[src/rtl/alu_exec_unit.sv]
// alu_exec_unit: valid/ready ALU (add/sub/and/or/slt) with a registered result stage.
// Optional macro ALU_MUL_EN adds code 110 as an iterative one-bit-per-cycle multiply.
`default_nettype none

module alu_exec_unit #(
   parameter int WIDTH = 32
) (
   input  logic             clk,
   input  logic             reset_n,
   input  logic             in_valid,
   output logic             in_ready,
   input  logic [WIDTH-1:0] a,
   input  logic [WIDTH-1:0] b,
   input  logic [2:0]       alu_control,
   output logic             out_valid,
   input  logic             out_ready,
   output logic [WIDTH-1:0] result,
   output logic             zero,
   output logic             illegal
);

   localparam logic [2:0] OP_ADD = 3'b000;
   localparam logic [2:0] OP_SUB = 3'b001;
   localparam logic [2:0] OP_AND = 3'b010;
   localparam logic [2:0] OP_OR  = 3'b011;
   localparam logic [2:0] OP_SLT = 3'b101;
`ifdef ALU_MUL_EN
   localparam logic [2:0] OP_MUL = 3'b110;
`endif

   logic [WIDTH-1:0] result_q, result_d;
   logic             zero_q, zero_d;
   logic             illegal_q, illegal_d;
   logic             out_valid_q, out_valid_d;

   logic [WIDTH-1:0] alu_res;
   logic             alu_ill;
   logic             is_mul;
   logic             idle;
   logic             accept;

`ifdef ALU_MUL_EN
   typedef enum logic [0:0] {
      S_IDLE = 1'b0,
      S_MUL  = 1'b1
   } state_t;

   localparam int               CNT_W    = $clog2(WIDTH + 1);
   localparam logic [CNT_W-1:0] CNT_DONE = CNT_W'(WIDTH);

   state_t           state_q, state_d;
   logic [CNT_W-1:0] cnt_q, cnt_d;
   logic [WIDTH-1:0] mcand_q, mcand_d;
   logic [WIDTH-1:0] mplier_q, mplier_d;
   logic [WIDTH-1:0] acc_q, acc_d;
   logic [WIDTH-1:0] acc_step;

   assign idle = (state_q == S_IDLE);
`else
   assign idle = 1'b1;
`endif

   always_comb begin : decode
      alu_res = '0;
      alu_ill = 1'b0;
      is_mul  = 1'b0;
      case (alu_control)
         OP_ADD:  alu_res = a + b;
         OP_SUB:  alu_res = a - b;
         OP_AND:  alu_res = a & b;
         OP_OR:   alu_res = a | b;
         OP_SLT:  alu_res = {{(WIDTH-1){1'b0}}, ($signed(a) < $signed(b))};
`ifdef ALU_MUL_EN
         OP_MUL:  is_mul  = 1'b1;
`endif
         default: alu_ill = 1'b1;
      endcase
   end

   // Ready only when the output slot is free or being drained this same edge.
   assign in_ready = reset_n & idle & (~out_valid_q | out_ready);
   assign accept   = in_valid & in_ready;

   always_comb begin : next_state
      out_valid_d = out_valid_q;
      result_d    = result_q;
      zero_d      = zero_q;
      illegal_d   = illegal_q;
`ifdef ALU_MUL_EN
      state_d     = state_q;
      cnt_d       = cnt_q;
      mcand_d     = mcand_q;
      mplier_d    = mplier_q;
      acc_d       = acc_q;
      acc_step    = acc_q + (mplier_q[0] ? mcand_q : '0);
`endif

      if (out_valid_q && out_ready) begin
         out_valid_d = 1'b0;
      end

      if (accept && !is_mul) begin
         out_valid_d = 1'b1;
         result_d    = alu_res;
         zero_d      = (alu_res == '0);
         illegal_d   = alu_ill;
      end

`ifdef ALU_MUL_EN
      if (accept && is_mul) begin
         state_d  = S_MUL;
         cnt_d    = '0;
         mcand_d  = a;
         mplier_d = b;
         acc_d    = '0;
      end

      // One multiplier bit per edge; operands are private copies so the inputs may change.
      if (state_q == S_MUL) begin
         acc_d    = acc_step;
         mcand_d  = mcand_q << 1;
         mplier_d = mplier_q >> 1;
         cnt_d    = cnt_q + CNT_W'(1);
         if (cnt_d == CNT_DONE) begin
            state_d     = S_IDLE;
            cnt_d       = '0;
            out_valid_d = 1'b1;
            result_d    = acc_step;
            zero_d      = (acc_step == '0);
            illegal_d   = 1'b0;
         end
      end
`endif
   end

   always_ff @(posedge clk or negedge reset_n) begin
      if (!reset_n) begin
         out_valid_q <= 1'b0;
         result_q    <= '0;
         zero_q      <= 1'b0;
         illegal_q   <= 1'b0;
`ifdef ALU_MUL_EN
         state_q     <= S_IDLE;
         cnt_q       <= '0;
         mcand_q     <= '0;
         mplier_q    <= '0;
         acc_q       <= '0;
`endif
      end else begin
         out_valid_q <= out_valid_d;
         result_q    <= result_d;
         zero_q      <= zero_d;
         illegal_q   <= illegal_d;
`ifdef ALU_MUL_EN
         state_q     <= state_d;
         cnt_q       <= cnt_d;
         mcand_q     <= mcand_d;
         mplier_q    <= mplier_d;
         acc_q       <= acc_d;
`endif
      end
   end

   assign out_valid = out_valid_q;
   assign result    = result_q;
   assign zero      = zero_q;
   assign illegal   = illegal_q;

endmodule

`default_nettype wire

[config.mk]
export PLATFORM = sky130hd
export DESIGN_NAME = alu_exec_unit
export DESIGN_NICKNAME = d
export VERILOG_FILES = /design/src/rtl/alu_exec_unit.sv
export SDC_FILE = /design/constraint.sdc
export NUM_CORES = 1
export LEC_CHECK = 0
export ABC_AREA = 1
export BUFFER_PORTS_ARGS = -buffer_cell sky130_fd_sc_hd__buf_2
export CAP_MARGIN = 30
export CORE_MARGIN = 1
export CORE_UTILIZATION = 36
export CTS_CLUSTER_DIAMETER = 150
export DETAILED_ROUTE_END_ITERATION = 7
export GPL_TIMING_DRIVEN = 0
export RECOVER_POWER = 25
export SLEW_MARGIN = 20
export SYNTH_ARGS = -nofsm -noshare
export SYNTH_HDL_FRONTEND = slang
export SYNTH_SLANG_ARGS = --single-unit
[constraint.sdc]
create_clock -name clk -period 1.76 [get_ports clk]
set_input_delay 0.264 -clock clk [delete_from_list [all_inputs] [get_ports clk]]
set_output_delay 0.264 -clock clk [all_outputs]
set_load 0.02 [all_outputs]
==> out/results.ini <==
[floorplanning]
coreArea_um2 = 21800
start_util_pct = 36.7
dieArea_um2 = 22800
dieHeight_um = 151
ios = 107
die_w_um = 151
rows = 54

[placement]
port_buffers = 106
place_area_um2 = 9160
dp.cells = 1804
routabilityCongestion = 0.983
dp_hpwl_um = 24000

[pwr]
leakagePower_uw = 0.00638
ir_worst_vdd_mv = 0.449
p_per_area_nw_per_um2 = 484

[run_status]
violations = setup timing
status = finished, violations left

[synth]
synth_area_um2 = 8000
yosysTopAreaCellShare_pct = 21.5
synthesis.yosys.warnings = 0
ys_types = 37
syn-num-nets = 1598
synth_area_leaders = nand2_1 (22%), ha_1 (17%), inv_1 (13%), dfrtp_1 (11%), nand3_1 (8.0%)
synth_area_per_cell_um2 = 5.64
ys_seq_area_share_pct = 10.9
synth-seq-cells = 35
synth.largest_area_cell = nand2_1
synthCells = 1418

[finish]
area_delta_synth_final_pct = 51.9
n_antenna_cell = 0
layout.nets = 1805
fin_area_um2 = 12100
multi_input_area_um2 = 7580
fill_cells = 2141
final_cell_count_no_fill = 1906
drive_gt1_share_pct = 43.4
post-route-util_pct = 55.7
register_area_um2 = 876

[route]
drtIter0Drc = 617
via_per_inst = 5.04
drt_drc_violations_left = 0
routed_wl_um = 30600
ant_nets = 0
routedWlPerCell_um = 16.0
vias = 9611
first_pass_iters = 5

[timing]
finalMaxSlewViolations = 0
finalClockSkew_ps = 4.05
finalSetupViolCount = 21
rsz0062_at_grt = yes
fmax_mhz = 435
fin_tns_setup_ps = -4320
period_share_pct = 131
hold_viol = 0
final.setup.worst_slack_ps = -541
min_period_ps = 2300
worst_pin_slew_ps = 838
max_slew_margin_pct = 44.1

[global_route]
antenna_found_initial = 2
grt_pass1_vias = 8862
grt_start_max_net_pins = 36
overflow = 0
grt_pass1_wl_um = 45700
grt_use_total_pct = 26.1

[critical_path]
cp_cell_sequence = buf_12 > ha_4 > inv_2 > fa_2 > inv_2 > nand4_1 > nand2_2 > nand2_1 > nand3_2 > nand3b_1 > nor2_1 > nand2_1 > nor2_2 > nand2_1 > nor2_2 > nand3_1 > nor2_1 > nand2_1 > nand2_1
cp_max_fo = 3
endpoint_kind = register
crit_type = input pin to register
cp.required_ps = 1980
crit_top_cell = nand2_1
reg2reg_depth = 12
arrival_ps = 2520
cp-start-kind = input pin
worst_path_max_delay_cell = fa_2
critPathMaxStageDelay_ps = 390

[cts]
cts.clk_slew.worst_paths_ps = 50
clk-insertion-delay-late_ps = 280
cts_tree = yes
clk_path_buf_depth = 2
cts_made_buffers = 5
cts_sinks = 35
clockRootBuffer = clkbuf_16
cts_max_level = 2

[worst_hold_path]
hp-class = input pin to register
min_path_cells = 2

[run]
drv_cap = 0

[final timing paths]
check                            from          to  slack (ps)
hold / removal              out_ready   out_valid         180
setup reg to reg            out_valid        zero        -100
min in group asynchronous     reset_n   result[6]         800
setup / recovery                 a[0]        zero        -540
max in group asynchronous     reset_n  result[30]         430
hold reg to reg            result[20]  result[20]         460
[layout make-up]
cell class              instances  share of cell area [%]
repair buffers                208                    14.1
inverters                     282                    9.57
flip-flops and latches         35                    7.21
plain buffers                  34                    2.58
clock buffers                   8                    1.29
well taps                     280                    2.88
multi-input cells            1059                    62.4
[power by group]
group	total (uW)	switching [uW]	internal (uW)
logic	3960	2420	1540
clock network	915	313	602
registers	1000	66.0	936
total	5870	2800	3080
[synth_stat cells]
cell type	number
nand2_1	459
inv_1	268
nand3_1	128
nor2_1	124
ha_1	107
a21oi_1	45
o21ai_0	44
dfrtp_1	35
nand2_2	19
nor2_2	19
o22ai_1	19
nand4_1	17
buf_6	16
inv_2	12
nand3b_1	12
a21oi_2	9
buf_2	9
nor3_1	9
nor3_2	9
buf_4	8
nor2_4	8
o21bai_1	8
clkbuf_1	7
nand3_2	6
and3_1	3
o21ai_1	3
a31oi_1	2
buf_1	2
clkinv_1	2
fa_1	2
a21o_1	1
a21oi_4	1
a221oi_1	1
and2_1	1
nand2_4	1
o21a_1	1
o21bai_2	1
[repair_timing]
item / in CTS / in global routing
resized for setup: 300 / 310
pin swaps: 125 / 149
hold buffers: 2 / 0
setup endpoints to repair: 25 / 28
buffers inserted: 51 / 50
endpoints found under the hold margin: 35 / 0
cloned: 2 / 0
[per-stage QoR]
step	setup WS, ps	total power, uW	hold slack (ps)
after floorplan	-229	2930	-31.6
after global placement	-1140	3760	383
after detailed placement	-1160	3790	385
after CTS	-500	5260	179
after global routing	-691	6270	198
final	-541	5870	179
[critical path, delay by kind of cell]
| family | cells | cell delay (ps) |
|---|---|---|
| buffers and inverters | 3 | 230 |
| and+or+nand+nor | 14 | 1510 |
| adders and majority gates | 2 | 520 |
[flip-flops by register name (all words and copies together) (netlist names)]
name and count:
zero 1, result 32, out_valid 1, illegal 1
[placed cells by master, fill, tap and decap left out, types with 3 or more instances in the layout]
cell / Yosys / routed
clkbuf_1: 7 / 7
nand2_4: 1 / 46
nor3_1: 9 / 6
clkbuf_16: 0 / 5
inv_2: 12 / 68
a21oi_1: 45 / 20
o21bai_1: 8 / 6
nand3_4: 0 / 9
inv_1: 268 / 183
nor2_2: 19 / 35
nor3_4: 0 / 7
o21ai_2: 0 / 9
ha_1: 107 / 80
nand3b_1: 12 / 12
buf_2: 9 / 75
ha_4: 0 / 27
a21oi_4: 1 / 16
nor2_4: 8 / 46
buf_6: 16 / 51
clkbuf_2: 0 / 3
o21ai_1: 3 / 15
buf_8: 0 / 16
inv_4: 0 / 26
nand3_1: 128 / 92
o22ai_1: 19 / 19
nor2_1: 124 / 70
a21oi_2: 9 / 19
buf_12: 0 / 9
o21ai_0: 44 / 23
dfrtp_1: 35 / 35
nor3_2: 9 / 5
nand3_2: 6 / 33
nand2_1: 459 / 329
nand2_2: 19 / 102
nand4_1: 17 / 17
buf_4: 8 / 79
[per-layer routing]
metal / vias to the layer above / share of wire (%) / GRT usage, %
met5: - / 0.036 / 0
li1: 4791 / - / -
met4: 2 / 2.4 / 6.15
met2: 333 / 45 / 43.6
met1: 4431 / 46 / 36.2
met3: 54 / 6.5 / 1.90
[cell families after synthesis]
family,Yosys count,synth area share (%)
AND/OR/NAND/NOR,815,44.8
buffers and inverters,324,17.2
AO/OA/AOI/OAI,135,9.78
adder cells (fa/ha/maj),109,17.2
flip-flops,35,10.9
Note: power is estimated with default switching activity, not from simulation.
